### config.mk
export PLATFORM = sky130hd
export DESIGN_NAME = alu_arbiter
export DESIGN_NICKNAME = d
export VERILOG_FILES = /design/src/rtl/alu_arbiter.sv
export SDC_FILE = /design/constraint.sdc
export NUM_CORES = 1
export LEC_CHECK = 0
export CORE_ASPECT_RATIO = 1.4
export CORE_MARGIN = 4
export CORE_UTILIZATION = 25
export CTS_CLUSTER_SIZE = 28
export DETAILED_ROUTE_END_ITERATION = 10
export GPL_ROUTABILITY_DRIVEN = 0
export PLACE_DENSITY_LB_ADDON = 0.25
export SYNTH_ARGS = -nofsm -noshare
export SYNTH_HDL_FRONTEND = slang
export SYNTH_SLANG_ARGS = --single-unit
### constraint.sdc
create_clock -name clk -period 4.31 [get_ports clk]
set_input_delay 1.0775 -clock clk [delete_from_list [all_inputs] [get_ports clk]]
set_output_delay 1.0775 -clock clk [all_outputs]
set_load 0.01 [all_outputs]
### src/rtl/alu_arbiter.sv
// Two-requester front end for a shared combinational ALU.
// Each operation moves through IDLE -> EXEC -> RESP; ties alternate between requesters.
module alu_arbiter #(
  parameter int N = 32
) (
  input  logic         clk,
  input  logic         rst,
  input  logic         req0_valid,
  output logic         req0_ready,
  input  logic [N-1:0] req0_a,
  input  logic [N-1:0] req0_b,
  input  logic [3:0]   req0_ctrl,
  input  logic         req1_valid,
  output logic         req1_ready,
  input  logic [N-1:0] req1_a,
  input  logic [N-1:0] req1_b,
  input  logic [3:0]   req1_ctrl,
  output logic [N-1:0] alu_a,
  output logic [N-1:0] alu_b,
  output logic [3:0]   alu_ctrl,
  input  logic [N-1:0] alu_result,
  input  logic [3:0]   alu_flags,
  output logic         resp_valid,
  input  logic         resp_ready,
  output logic         resp_id,
  output logic [N-1:0] resp_result,
  output logic [3:0]   resp_flags,
  output logic         busy
);

  typedef enum logic [1:0] {
    IDLE = 2'd0,
    EXEC = 2'd1,
    RESP = 2'd2
  } state_t;

  state_t       state;
  state_t       state_nxt;
  logic         last_grant;
  logic         grant0;
  logic         grant1;
  logic [N-1:0] op_a;
  logic [N-1:0] op_b;
  logic [3:0]   op_ctrl;
  logic         op_id;

  // Grants exist only in IDLE; on a tie the requester not granted last wins.
  always_comb begin
    grant0    = 1'b0;
    grant1    = 1'b0;
    state_nxt = state;
    case (state)
      IDLE: begin
        if (req0_valid && (!req1_valid || last_grant)) begin
          grant0 = 1'b1;
        end else if (req1_valid) begin
          grant1 = 1'b1;
        end
        if (grant0 || grant1) begin
          state_nxt = EXEC;
        end
      end
      EXEC:    state_nxt = RESP;
      RESP: begin
        if (resp_ready) begin
          state_nxt = IDLE;
        end
      end
      default: state_nxt = IDLE;
    endcase
  end

  assign req0_ready = grant0 & ~rst;
  assign req1_ready = grant1 & ~rst;

  always_ff @(posedge clk or posedge rst) begin
    if (rst) begin
      state       <= IDLE;
      last_grant  <= 1'b1;
      op_a        <= '0;
      op_b        <= '0;
      op_ctrl     <= '0;
      op_id       <= 1'b0;
      resp_id     <= 1'b0;
      resp_result <= '0;
      resp_flags  <= '0;
    end else begin
      state <= state_nxt;
      // Acceptance edge: latch the winner's operation
      if (grant0 || grant1) begin
        op_a       <= grant1 ? req1_a    : req0_a;
        op_b       <= grant1 ? req1_b    : req0_b;
        op_ctrl    <= grant1 ? req1_ctrl : req0_ctrl;
        op_id      <= grant1;
        last_grant <= grant1;
      end
      // End of EXEC: capture the ALU outputs unmodified
      if (state == EXEC) begin
        resp_result <= alu_result;
        resp_flags  <= alu_flags;
        resp_id     <= op_id;
      end
    end
  end

  assign alu_a      = op_a;
  assign alu_b      = op_b;
  assign alu_ctrl   = op_ctrl;
  assign resp_valid = (state == RESP);
  assign busy       = (state != IDLE);

endmodule

==> results_dict.tcl, run 1 <==
set metrics [dict create \
    worstSetupPathType "in2out" \
    finalInstanceArea_um2 8500 \
    crit_arrival_ns 2.79 \
    synth_edf_count 0 \
    place_worst_setup_slack_ns 0.463 \
    ctsResizeCount 0 \
    fmax_mhz 259 \
    rsz0062_at_grt "no" \
    synth_fp_nets 599 \
    status "complete, no violations" \
    power_mw 5.80 \
    grt_use_total_pct 15.5 \
    grt_pass1_vias 5207 \
    dp_hpwl_um 12600 \
    netlist_top_cells_count "dfrtp_1, and3_1, nor3b_1" \
    worst_ir_drop_vdd_v 0.000257 \
    route.met2.wl_um 9520 \
    worst_setup_path_end_kind "output port" \
    synth_ff_type "dfrtp_1" \
    cp-start-kind "primary input" \
    tightest_slew_ns 0.928 \
    utilization_pct 41.7 \
    cts.sinks 109 \
    grt_pass1_wl_um 28100 \
    antenna_cells 0 \
    post-cts-setup-buffers 0 \
    fp.dieH_um 178 \
    critPathRequiredTime_ns 3.23 \
    skew_ns 0.0107 \
    cts_tree "built" \
    yosys.area.top_type_share_pct 52.2 \
    top_layer "met4" \
    setup_tns_ns 0 \
    grt_max_degree 70 \
    initial_core_util_pct 25.4 \
    dr.first_iter.drc_count 192 \
    die_x_um 130 \
    via_per_inst 4.94 \
    ys_seq_elements 109 \
    synthArstFlopShare_pct 100 \
    slew_viol_final 0 \
    insertion_delay_ns 0.35 \
    cp_max_fo 5 \
    synthDistinctLibCells 29 \
    first_pass_iters 5 \
    nNetsFinal 855 \
    ant_nets 0 \
    ys_warn_count 0 \
    ys_seq_area_share_pct 52.8 \
    hold_viol 0 \
    cts_buffers 9 \
    maxCapViolations 0 \
    setup_viol 0 \
    cts_hold_buf 0 \
    path_clk_slew_ns 0.08 \
    htreeDepth 3 \
    wl_per_cell_um 19.4 \
    grt_overflow_total 0 \
    antenna_found_initial 0 \
    rows 62 \
    root_buffer "clkbuf_16" \
    p_leak_nw 3.52 \
    routed_wl_um 18200 \
    yosysMostFrequentCell "dfrtp_1" \
    m1WireLength_um 7330 \
    slew_headroom_pct 38.1 \
    area_growth_pct 64.4 \
    cts_buffer_depth 2 \
    reg2reg_slack_ns 2.08 \
    powerDensity_nw_per_um2 683 \
    syn_area_per_cell_um2 12.3 \
    num_vias 4635 \
    core-area_um2 20400 \
    drive_gt1_share_pct 11.7 \
    min_period_over_period_pct 89.6 \
    met3WireLength_um 1150 \
    hold_path.class "reg2reg" \
    die_area_um2 23100 \
    synth_area_leaders "dfrtp_1, a221o_1, nor3b_1, mux2_2, and3_1" \
    io_buffers 285 \
    setup_ws_ns 0.447 \
    synth_cells 422 \
    dpl-instance-area_um2 8180 \
    fin_crit_ns 3.86 \
    synth_area_um2 5170 \
    nFillCells 1967 \
    post-route-drc-count 0 \
    pin_count 286 \
    synth_largest_area_cell "dfrtp_1" \
]
cell families (layout without fill, tap and decap cells):
logic type,after synthesis,count (layout),share of synthesized area [%]
multiplexers,37,37,8.06
AO/OA/AOI/OAI,79,79,14.7
flip-flops,109,109,52.8
buffers and inverters,53,314,5.30
AND/OR/NAND/NOR,144,144,19.2
cell usage in the layout (no fill, tap or decap), drive strengths merged, types with 5 or more instances in the layout:
cell type / synthesis / final
a221o: 65 / 65
and3: 65 / 65
buf: 17 / 7
clkbuf: 30 / 9
clkdlybuf4s50: 0 / 285
dfrtp: 108 / 108
inv: 6 / 8
mux2: 37 / 37
nor3b: 66 / 66
o21ai: 5 / 5
worst paths after layout:
kind                            startpoint              end  depth (start not counted)
max                             req0_valid       req0_ready                          5
min in group asynchronous              rst  resp_result[17]                          2
max in group asynchronous              rst        alu_a[24]                          3
min reg2reg                resp_result[11]  resp_result[11]                          1
max reg2reg                       state[0]         alu_a[1]                          5
min                        resp_result[11]  resp_result[11]                          1
sequential cells by signal, indices dropped and copies added, names as in the netlist:
name,count
alu_b,32
op_id,1
resp_result,32
state,2
alu_ctrl,4
last_grant,1
resp_id,1
resp_flags,4
alu_a,32
power by group:
group / switching [mW] / internal [mW] / leakage (nW)
clock: 0.411 / 0.466 / 0.155
combinational: 1.33 / 1.73 / 2.08
sequential: 0.307 / 1.56 / 1.29
through the flow:
stage / instances / hold slack [ns]
after floorplan: 422 / 0.478
after global placement: 923 / 0.487
after detailed placement: 923 / 0.496
after CTS: 939 / 0.514
after global routing: 939 / 0.530
final: 939 / 0.510
per-layer routing:
layer / vias up / track usage (%)
met5: - / 0
met4: 0 / 3.99
met3: 14 / 3.59
li1: 2135 / -
met2: 191 / 27.9
met1: 2295 / 18.4
area by class of cell:
type                            instances  area (um2)  area share, %
Clock buffer                            9         225           2.65
Clock inverter                          7        92.6           1.09
Inverter                                6        25.0          0.294
Multi-Input combinational cell        260        2180           25.6
Sequential cell                       109        2730           32.1
Tap cell                              256         320           3.77
Timing Repair Buffer                  292        2930           34.5
worst max-delay path, cell delays in order:
cell and delay [ns]:
clkdlybuf4s50_1 0.66, inv_1 0.15, a21o_1 0.20, nor3_1 0.14, clkdlybuf4s50_1 0.57
No activity file was read; power rests on OpenSTA's default activity.
==> inputs of run 2 (changes only) <==
Settings changed: CORE_UTILIZATION 25 to 35.
==> run 2 against run 1 <==
Non-clock buffer count rose by 3. Count of clock-buffer cells in the layout rose by 1. Fmax fell by 1.1%. Die area fell by 27%. First-iteration DRC count rose by 3.1%. Critical path depth did not move. Sequential power barely moved. Final area fell by 1.3%. Sequential share of layout area rose by 0.42 points. Flip-flop and latch count did not move. Via count rose by 1.9%. Setup slack got worse by 0.041 ns. Critical path type unchanged. Largest cell class unchanged.
==> results_dict.tcl, run 2 (synthesis gave the netlist of run 1 again) <==
set metrics [dict create \
    grt_overflow_total 0 \
    post-cts-setup-buffers 0 \
    grt_max_degree 89 \
    insertion_delay_ns 0.34 \
    worst_ir_drop_vdd_v 0.000387 \
    cts_buffer_depth 2 \
    min_period_over_period_pct 90.6 \
    cts_tree "built" \
    cts.sinks 109 \
    worst_setup_path_end_kind "output port" \
    num_vias 4724 \
    dp_hpwl_um 12300 \
    grt_pass1_wl_um 27900 \
    crit_buf_inv 3 \
    antenna_cells 0 \
    fin_cells 875 \
    via_per_inst 5.40 \
    pwr-share-seq_pct 32.8 \
    switchingPower_mw 2.02 \
    maxCapViolations 0 \
    first_pass_iters 4 \
    worstSetupPathType "in2out" \
    grt_pass1_vias 5118 \
    fmax_mhz 256 \
    wl_per_cell_um 19.9 \
    hold_viol 0 \
    nNetsFinal 858 \
    status "complete, no violations" \
    grt_use_total_pct 20.1 \
    cts_buffers 9 \
    crit_chain "clkdlybuf4s50_1, inv_1, a21o_1, nor3_1, clkdlybuf4s50_1" \
    io_buffers 285 \
    skew_ns 0.00932 \
    fin_crit_ns 3.90 \
    slew_viol_final 0 \
    tightest_slew_ns 1.07 \
    die_area_um2 16800 \
    cts_hold_buf 0 \
    post-route-drc-count 0 \
    drive_gt1_share_pct 11.8 \
    nFillCells 1200 \
    core-area_um2 14500 \
    hold_slack_ns 0.507 \
    fp.dieH_um 152 \
    area_growth_pct 62.2 \
    p_sw_share_pct 35.3 \
    crit_top_cell "clkdlybuf4s50_1" \
    routed_wl_um 17400 \
    ctsResizeCount 0 \
    cp-start-kind "primary input" \
    dp_cells 859 \
    pin_count 286 \
    layout_commonest_cell "clkdlybuf4s50_1" \
    cp_max_fo 5 \
    critPathRequiredTime_ns 3.23 \
    dr.first_iter.drc_count 198 \
    setup_viol 0 \
    antenna_found_initial 0 \
    setup_tns_ns 0 \
    p_int_mw 3.70 \
    slew_headroom_pct 28.5 \
    root_buffer "clkbuf_16" \
    critPathMaxStageDelay_ns 0.68 \
    p_comb_share_pct 53.4 \
    initial_core_util_pct 35.7 \
    p_clk_share_pct 13.8 \
    final_cell_mix "clkdlybuf4s50_1, dfrtp_1, nor3b_1, and3_1, a221o_1" \
    path_clk_slew_ns 0.07 \
    crit_slowest_cell "clkdlybuf4s50_1" \
    p_leak_nw 3.51 \
    rows 52 \
    powerDensity_nw_per_um2 681 \
    hold_path.class "reg2reg" \
    ant_nets 0 \
    die_x_um 111 \
    rsz0062_at_grt "no" \
    htreeDepth 3 \
    cp_top_family "buffers and inverters" \
    crit_arrival_ns 2.83 \
]
[run 2: path summary, 6_finish.rpt]
check | startpoint | to | slack [ns] | depth (start not counted)
max in group asynchronous | rst | alu_b[11] | 2.07 | 3
hold reg to reg | resp_result[21] | resp_result[21] | 0.51 | 1
hold / removal | resp_result[21] | resp_result[21] | 0.51 | 1
setup / recovery | req0_valid | req0_ready | 0.41 | 5
setup reg to reg | state[0] | alu_a[30] | 2.32 | 5
min in group asynchronous | rst | resp_result[0] | 1.45 | 2
[run 2: through the flow]
stage	util (%)	setup slack [ns]	power [mW]	area, um2
final	57.8	0.406	5.72	8390
after global routing	57.8	0.373	6.07	8390
after CTS	57.8	0.425	5.78	8390
after detailed placement	55.9	0.432	4.96	8110
after global placement	55.9	0.482	4.89	8110
after floorplan	-	0.360	3.40	5170
[run 2: metal layers]
| metal | up-vias | wire (um) | global-route usage, % |
|---|---|---|---|
| met3 | 18 | 1410 | 6.17 |
| met1 | 2337 | 6840 | 23.9 |
| met4 | 0 | 287 | 4.81 |
| li1 | 2140 | - | - |
| met2 | 229 | 8900 | 35.4 |
| met5 | - | 0 | 0 |
[run 2: final cells by class]
class	instances	area, um2	area share (%)
repair buffers	295	2940	35.0
flip-flops and latches	109	2730	32.5
multi-input cells	260	2180	25.9
well taps	189	236	2.82
clock buffers	10	229	2.73
clock inverters	6	55.1	0.656
inverters	6	25.0	0.298
[run 2: worst register-to-register path, delay by kind of cell (launching register included)]
family,cells,cell delay (ns)
buf+inv,2,0.71
flops,1,0.45
compound gates,1,0.36
simple gates,2,0.34
[run 2: power groups by stage]
stage / sequential (mW) / combinational (mW) / clock, mW
after floorplan: 2.08 / 1.32 / 0
after global placement: 1.87 / 3.02 / 0
after detailed placement: 1.88 / 3.08 / 0
after CTS: 1.87 / 3.09 / 0.818
after global routing: 1.94 / 3.27 / 0.859
final: 1.87 / 3.05 / 0.790
==> inputs of run 3 (changes only) <==
Settings changed: CORE_UTILIZATION 35 to 25.
==> results of run 3 <==
The final DEF is identical to that of run 1; final timing and power are the same.
